`src/rtl/accel_pkg.sv`:
```
// Shared encodings for the accelerator job scheduler: op codes and scheduler state.
package accel_pkg;

  typedef enum logic [1:0] {
    IDLE  = 2'd0,
    RUN   = 2'd1,
    DRAIN = 2'd2
  } sched_state_e;

  localparam logic [1:0] OP_NOP     = 2'b00;
  localparam logic [1:0] OP_LOAD    = 2'b01;
  localparam logic [1:0] OP_STORE   = 2'b10;
  localparam logic [1:0] OP_COMPUTE = 2'b11;

  localparam int unsigned JOBS_W = 16;

endpackage

```
`src/rtl/rr_arbiter.sv`:
```
// Combinational round-robin pick: first eligible unit at or above ptr_i, wrapping.
module rr_arbiter #(
  parameter int unsigned N  = 4,
  parameter int unsigned PW = $clog2(N)
) (
  input  logic [N-1:0]  eligible_i,
  input  logic [PW-1:0] ptr_i,
  output logic [N-1:0]  grant_o,
  output logic [PW-1:0] grant_idx_o,
  output logic          any_o
);

  always_comb begin : sel
    logic [PW-1:0] j;
    logic          found;
    grant_o     = '0;
    grant_idx_o = '0;
    found       = 1'b0;
    j           = '0;
    for (int unsigned i = 0; i < N; i++) begin
      j = PW'((32'(ptr_i) + i) % N);
      if (!found && eligible_i[j]) begin
        found       = 1'b1;
        grant_o[j]  = 1'b1;
        grant_idx_o = j;
      end
    end
    any_o = found;
  end

endmodule

```
`src/rtl/multi_unit_scheduler.sv`:
```
// Dispatches jobs round-robin onto NUM_UNITS execution units, tracking completion
// and a per-unit watchdog that parks a hung unit behind a sticky error flag.
module multi_unit_scheduler
  import accel_pkg::*;
#(
  parameter int unsigned NUM_UNITS   = 4,
  parameter int unsigned ADDR_W      = 4,
  parameter int unsigned TIMEOUT_CYC = 255
) (
  input  logic                          clk,
  input  logic                          rst_n,
  input  logic                          enable,
  input  logic                          job_valid,
  output logic                          job_ready,
  input  logic [1:0]                    job_op,
  input  logic [ADDR_W-1:0]             job_addr,
  output logic [NUM_UNITS-1:0]          unit_start,
  output logic [2*NUM_UNITS-1:0]        unit_op,
  output logic [ADDR_W*NUM_UNITS-1:0]   unit_addr,
  input  logic [NUM_UNITS-1:0]          unit_done,
  output logic [NUM_UNITS-1:0]          busy_mask,
  output logic [NUM_UNITS-1:0]          timeout_err,
  input  logic [NUM_UNITS-1:0]          clear_err,
  output logic [1:0]                    state,
  output logic [JOBS_W-1:0]             jobs_done
);

  localparam int unsigned PW      = $clog2(NUM_UNITS);
  localparam logic [15:0] WD_LOAD = 16'(TIMEOUT_CYC);

  sched_state_e                  state_q, state_d;
  logic [NUM_UNITS-1:0]          busy_q, busy_d;
  logic [NUM_UNITS-1:0]          err_q, err_d;
  logic [NUM_UNITS-1:0]          start_q, start_d;
  logic [2*NUM_UNITS-1:0]        op_q, op_d;
  logic [ADDR_W*NUM_UNITS-1:0]   addr_q, addr_d;
  logic [JOBS_W-1:0]             jobs_q, jobs_d;
  logic [PW-1:0]                 rr_q, rr_d;
  logic [15:0]                   wd_q [NUM_UNITS];
  logic [15:0]                   wd_d [NUM_UNITS];

  logic [NUM_UNITS-1:0]          eligible, grant, done_ok, expire;
  logic [PW-1:0]                 grant_idx;
  logic                          any_elig, accept;
  logic [4:0]                    done_cnt;
  logic [JOBS_W:0]               jobs_sum;

  assign eligible  = ~busy_q & ~err_q;
  assign job_ready = (state_q == RUN) && any_elig;
  assign accept    = job_valid && job_ready;

  rr_arbiter #(
    .N  (NUM_UNITS),
    .PW (PW)
  ) u_arb (
    .eligible_i  (eligible),
    .ptr_i       (rr_q),
    .grant_o     (grant),
    .grant_idx_o (grant_idx),
    .any_o       (any_elig)
  );

  always_comb begin
    done_ok  = unit_done & busy_q;
    expire   = '0;
    done_cnt = '0;
    for (int unsigned i = 0; i < NUM_UNITS; i++) begin
      expire[i] = busy_q[i] && !unit_done[i] && (wd_q[i] == '0);
      done_cnt  = done_cnt + 5'(done_ok[i]);
    end

    start_d = accept ? grant : '0;
    busy_d  = (busy_q & ~done_ok & ~expire) | start_d;
    err_d   = (err_q & ~clear_err) | expire;

    op_d   = op_q;
    addr_d = addr_q;
    for (int unsigned i = 0; i < NUM_UNITS; i++) begin
      if (start_d[i]) begin
        op_d[2*i +: 2]           = job_op;
        addr_d[ADDR_W*i +: ADDR_W] = job_addr;
      end
      // A unit still busy next cycle without a fresh start always has wd_q > 0.
      if (start_d[i])     wd_d[i] = WD_LOAD;
      else if (busy_d[i]) wd_d[i] = wd_q[i] - 16'd1;
      else                wd_d[i] = '0;
    end

    jobs_sum = {1'b0, jobs_q} + (JOBS_W+1)'(done_cnt);
    jobs_d   = jobs_sum[JOBS_W] ? '1 : jobs_sum[JOBS_W-1:0];

    rr_d = rr_q;
    if (accept) begin
      rr_d = (32'(grant_idx) == NUM_UNITS - 1) ? '0 : grant_idx + PW'(1);
    end

    // Drain exits on the next-cycle busy set so IDLE follows the last done directly.
    state_d = state_q;
    case (state_q)
      IDLE:    if (enable) state_d = RUN;
      RUN:     if (!enable) state_d = DRAIN;
      DRAIN: begin
        if (enable)              state_d = RUN;
        else if (busy_d == '0)   state_d = IDLE;
      end
      default: state_d = IDLE;
    endcase
  end

  always_ff @(posedge clk or negedge rst_n) begin
    if (!rst_n) begin
      state_q <= IDLE;
      busy_q  <= '0;
      err_q   <= '0;
      start_q <= '0;
      op_q    <= '0;
      addr_q  <= '0;
      jobs_q  <= '0;
      rr_q    <= '0;
      for (int unsigned i = 0; i < NUM_UNITS; i++) wd_q[i] <= '0;
    end else begin
      state_q <= state_d;
      busy_q  <= busy_d;
      err_q   <= err_d;
      start_q <= start_d;
      op_q    <= op_d;
      addr_q  <= addr_d;
      jobs_q  <= jobs_d;
      rr_q    <= rr_d;
      for (int unsigned i = 0; i < NUM_UNITS; i++) wd_q[i] <= wd_d[i];
    end
  end

  assign unit_start  = start_q;
  assign unit_op     = op_q;
  assign unit_addr   = addr_q;
  assign busy_mask   = busy_q;
  assign timeout_err = err_q;
  assign state       = state_q;
  assign jobs_done   = jobs_q;

endmodule

```
`config.mk`:
```
export PLATFORM = sky130hd
export DESIGN_NAME = multi_unit_scheduler
export DESIGN_NICKNAME = d
export VERILOG_FILES = /design/src/rtl/accel_pkg.sv /design/src/rtl/rr_arbiter.sv /design/src/rtl/multi_unit_scheduler.sv
export SDC_FILE = /design/constraint.sdc
export NUM_CORES = 1
export LEC_CHECK = 0
export CAP_MARGIN = 20
export CORE_MARGIN = 3
export CORE_UTILIZATION = 56
export CTS_CLUSTER_DIAMETER = 80
export DETAILED_ROUTE_END_ITERATION = 7
export PLACE_DENSITY = 0.84
export SLEW_MARGIN = 20
export SYNTH_ARGS = -nofsm -noshare
export SYNTH_HDL_FRONTEND = slang
export SYNTH_HIERARCHICAL = 1
export SYNTH_SLANG_ARGS = --single-unit
```
`constraint.sdc`:
```
create_clock -name clk -period 3.45 [get_ports clk]
set_input_delay 1.035 -clock clk [delete_from_list [all_inputs] [get_ports clk]]
set_output_delay 1.035 -clock clk [all_outputs]
set_load 0.01 [all_outputs]
```
Word level (Yosys, flattened, before mapping):

Cells that the tools add are included.

* logic and storage cells: 134
* output and inout port bits: 55
* input bits: 18
* register bits after elaboration: 120

* muxes and demuxes: 44
* reduce and logical (&&, ||, !) cells: 31
* magnitude comparators: 8
* $add $sub $neg: 12
* bitwise operators: 15
* eq/ne operators: 6

Operators by type and width (count)
* $mux 16: 9
* $logic_not 16->1: 4
* $sub 16x1->16 const B: 4
* $and 4x4->4: 5
* $mux 4: 5
* $not 4->4: 5
* $or 4x4->4: 5
* $mux 2: 9
* $add 16x4->17: 1
* $logic_and 1x1->1: 17
* $lt 2x3->1 const B: 4
* $mux 1: 12
* $bmux 1 s2: 4
* $demux 1 s2: 4
* $ge 2x1->1 const B: 4
* $logic_not 1->1: 7
* $pmux 2 s3: 1
* $add 2x1->2 const B: 2
* $add 2x2->2 const B: 2
* $add 3x1->4: 1
* $eq 2x2->1 const B: 2
* $logic_not 4->1: 1
* $ne 2x2->1 const B: 2
* $add 2x1->3: 1
* 5 further kinds: 5

Depth between registers and ports, before layout:

* depth in word-level cells: 22
* mapped depth: 13
* mapped depth without buffers: 11

Modules after synthesis:

Netlist, hierarchy kept.

By module, submodules not included
* multi_unit_scheduler: cells each 502, instances 1, seq. area each 3002.9 um2, area each 5480.3 um2
* rr_arbiter: cells each 45, instances 1, seq. area each 0.0 um2, area each 419.2 um2

Worst setup path before layout:

No wires, ideal clock.

* path type: in2reg
* start: input unit_done[0]
* end: register jobs_q[10] (netlist: jobs_done[10])
* data required time: 3.382 ns
* path buffers: 1
* setup time: 0.068 ns
* cell stages on the path: 11
* slack: -0.051 ns
* data arrival time: 3.434 ns
* path through: and2_1 -> fa_1 -> inv_1 -> fa_1 -> inv_1 -> fa_1 -> and4_1 -> nand2_1 -> or3_1 -> clkbuf_1 -> nand2_1

* longest elaborated chain between the ends: 6

RTL lines
* start: declaration: RTL line multi_unit_scheduler.sv:20 `input logic [NUM_UNITS-1:0] unit_done,`
* $and 4x4->4: RTL line multi_unit_scheduler.sv:64 `done_ok = unit_done & busy_q;`
* $add 1x1->2: RTL line multi_unit_scheduler.sv:69 `done_cnt = done_cnt + 5'(done_ok[i]);`
* $add 2x1->3: RTL line multi_unit_scheduler.sv:69
* $add 3x1->4: RTL line multi_unit_scheduler.sv:69
* $add 16x4->17: RTL line multi_unit_scheduler.sv:89 `jobs_sum = {1'b0, jobs_q} + (JOBS_W+1)'(done_cnt);`
* $mux 16: RTL line multi_unit_scheduler.sv:90 `jobs_d = jobs_sum[JOBS_W] ? '1 : jobs_sum[JOBS_W-1:0];`
* named net jobs_d[10]: RTL line multi_unit_scheduler.sv:37 `logic [JOBS_W-1:0] jobs_q, jobs_d;`
* end signal: assignment: RTL line multi_unit_scheduler.sv:128 `jobs_q <= jobs_d;`
* end: declaration: RTL line multi_unit_scheduler.sv:37

The timed path passes the listed nets, and every way through them passes these cells.
A chain may end at the register's enable or synchronous reset.

Worst setup path after layout:

* start: input unit_done[2]
* end: register jobs_q[4] (netlist: jobs_done[4])

* longest elaborated chain between the ends: 5

RTL lines (RTL line)
* $and 4x4->4: multi_unit_scheduler.sv:64
* $add 2x1->3: multi_unit_scheduler.sv:69
* $add 3x1->4: multi_unit_scheduler.sv:69
* $add 16x4->17: multi_unit_scheduler.sv:89
* $mux 16: multi_unit_scheduler.sv:90
* named net jobs_d[4]: multi_unit_scheduler.sv:37

The timed path passes the listed nets, and every way through them passes these cells.

==> results.txt <==
Ys Warns: 6
Leakage: 3.60 nW
WL met2: 6720 µm
cell family with the largest share of critical-path delay: adder cells
row cnt: 36
die area: 11,800 µm²
grt total ovfl: 0
Buffers on Ports: 72
Setup CP Type: in -> reg
Post-Syn Area: 5900 µm²
commonest non-fill, non-tap cells in the layout: 120 x dfrtp_1, 69 x clkdlybuf4s50_1, 64 x nor2_1, 45 x nand2_1, 38 x o21ai_0
Post-Syn Instances: 547
synth top area cells: dfrtp_1 51%, mux2_2 5.7%, xnor2_1 5.0%
Synth Area per Inst: 10.8 µm²
RSZ-0062 raised after global routing: false
GP Congestion: 0.853
Root Driver: clkbuf_8
clock buffer depth: 2
worst stage delay on the critical path: 0.55 ns
Ports: 73
post-route ant nets: 0
Layout area overhead: 27.1%
vias in the first global route: 4,663
area fraction of the dominant cell type after synthesis: 0.509
PnR worst setup slack: 0.0674 ns
CTS tree: done
CP max-delay cell: fa_1
power per cell area: 1090 nW/µm²
Metal-1 WL: 5740 µm
clk sink count: 120
buffers plus inverters on the worst setup path: 4
asr flop ratio synth: 1.00
DRT Wirelength: 13,300 µm
placed instance area: 6830 µm²
die width: 109 µm
final hold vios: 0
largest net degree at the start of global routing: 53
first-pass GRT wire length: 22,300 µm
total track usage: 0.245
Max Used Layer: met4
worst min path class: reg -> reg
Fin Setup TNS: 0 ns
vias: 4,439
Peak VDD IR: 0.613 mV
detailed placement HPWL: 9090 µm
flops & latches, synth: 120
fin area: 7500 µm²
area of the core: 10000 µm²
Unique masters post-synth: 53
Worst-Margin Slew: 0.735 ns
Mapped Nets: 583
routed vias/inst: 5.64
Clock Skews: 0.00896 ns
worst-skew pair later-pin latency: 0.53 ns
DRT iter0 DRCs: 179
# H-tree levels: 4
cell taking the most area after synthesis: dfrtp_1
hold slack: 0.507 ns
most common cell after layout, fill and taps aside: dfrtp_1
share of cells above drive strength 1: 0.165
Crit Path Max Fanout: 9
part of the cycle the worst path needs: 0.980
Wirelength per Cell: 16.9 µm
f_max: 296 MHz
Worst setup SP type: primary input
Post-synth EDFFs: 0
met3 WL: 630 µm
run status: finished clean
antenna violations before repair: 0
worst endpoint data arrival time: 3.82 ns
sequential-to-total area share from yosys stat: 0.509
Setup crit end kind: register
Power Total: 0.00815 W
Max Cap Viol: 0
Final Critical Period: 3.38 ns
starting density of the core: 0.590
clock transition at the registers of the reported paths: 0.06 ns
chip height: 109 µm
final setup fails: 0
TritonCTS buffer count: 17
fin nets: 677
# DRC: 0
worst slack at placement: -0.537 ns
main flop type after synthesis: dfrtp_1
worst slew margin relative to its limit: 0.505
Pre-antenna DRT Iters: 4
Req. time, crit path: 3.89 ns
final number of max-transition violations: 0
# diodes: 0
CP Cell Sequence: clkdlybuf4s50_1 -> and2_1 -> fa_1 -> inv_2 -> fa_2 -> inv_2 -> fa_2 -> and4_4 -> nand2_1 -> or3_4 -> buf_4 -> o21ai_0
-- power breakdown --
group          total, W  internal [W]  switching [W]
registers       0.00215       0.00181       0.000344
clock network   0.00178       0.00116       0.000627
logic           0.00422       0.00205        0.00218
total           0.00815       0.00501        0.00315
-- registers in the layout, indices dropped and copies added (netlist names) --
name,flops
jobs_done,16
rr_q,2
unit_addr,16
unit_start,4
state,2
wd_q,64
busy_mask,4
unit_op,8
timeout_err,4
-- timing repair --
action | 4_1_cts | 5_1_grt
endpoints found under the setup margin | 13 | 17
hold buffers | 0 | 0
resized for setup | 12 | 5
pin swaps | 1 | 2
gates cloned | 0 | 0
buffers inserted | 3 | 1
hold endpoints to repair | 0 | 0
-- worst paths after layout --
path | from | endpoint | slack (ns) | cells past startpoint
worst max-delay path | unit_done[2] | jobs_done[4] | 0.07 | 12
max in group asynchronous | rst_n | jobs_done[14] | 2.20 | 2
worst min register to register | unit_op[4] | unit_op[4] | 0.51 | 1
min in group asynchronous | rst_n | wd_q[24] | 0.53 | 1
worst max register to register | busy_mask[2] | wd_q[42] | 0.46 | 9
worst min-delay path | unit_op[4] | unit_op[4] | 0.51 | 1
-- cell usage after synthesis, types with 4 or more instances --
cell type and instances:
or3_1 7, nand3b_1 4, nor2_1 64, nand2b_1 10, nor4_1 12, clkbuf_1 12, a22oi_1 8, nor3_1 15
o21ai_0 38, inv_1 25, nand2_1 45, nand3_1 13, mux2_2 30, or4_1 6, dfrtp_1 120, ha_1 15
xnor2_1 34, xor2_1 30
-- area by class of cell --
type	instances	area (µm²)
inverter	25	93.8
clock buffer	21	459
clock inverter	11	145
fill	675	2500
multi-input combinational	384	2740
tap	133	166
timing repair buffer	93	890
sequential	120	3000
-- layer usage --
metal,track usage,up-vias
met3,0.0669,22
met5,0,-
met2,0.408,110
li1,-,2078
met1,0.307,2229
met4,0.0911,0
-- kinds of logic after synthesis --
family | after synthesis | synth area share
buffers and inverters | 43 | 0.0318
XOR/XNOR | 64 | 0.0950
flip-flops | 120 | 0.509
multiplexers | 35 | 0.0755
AND/OR/NAND/NOR | 200 | 0.173
adder cells (fa/ha/maj) | 18 | 0.0420
AO/OA/AOI/OAI | 67 | 0.0740
-- stage by stage --
stage / cells / utilization
3_5_place_dp: 751 / 0.683
6_report: 787 / 0.750
3_3_place_gp: 751 / 0.683
4_1_cts: 786 / 0.749
2_1_floorplan: 547 / -
5_1_grt: 787 / 0.750
Power figures use the tool's default switching activity.
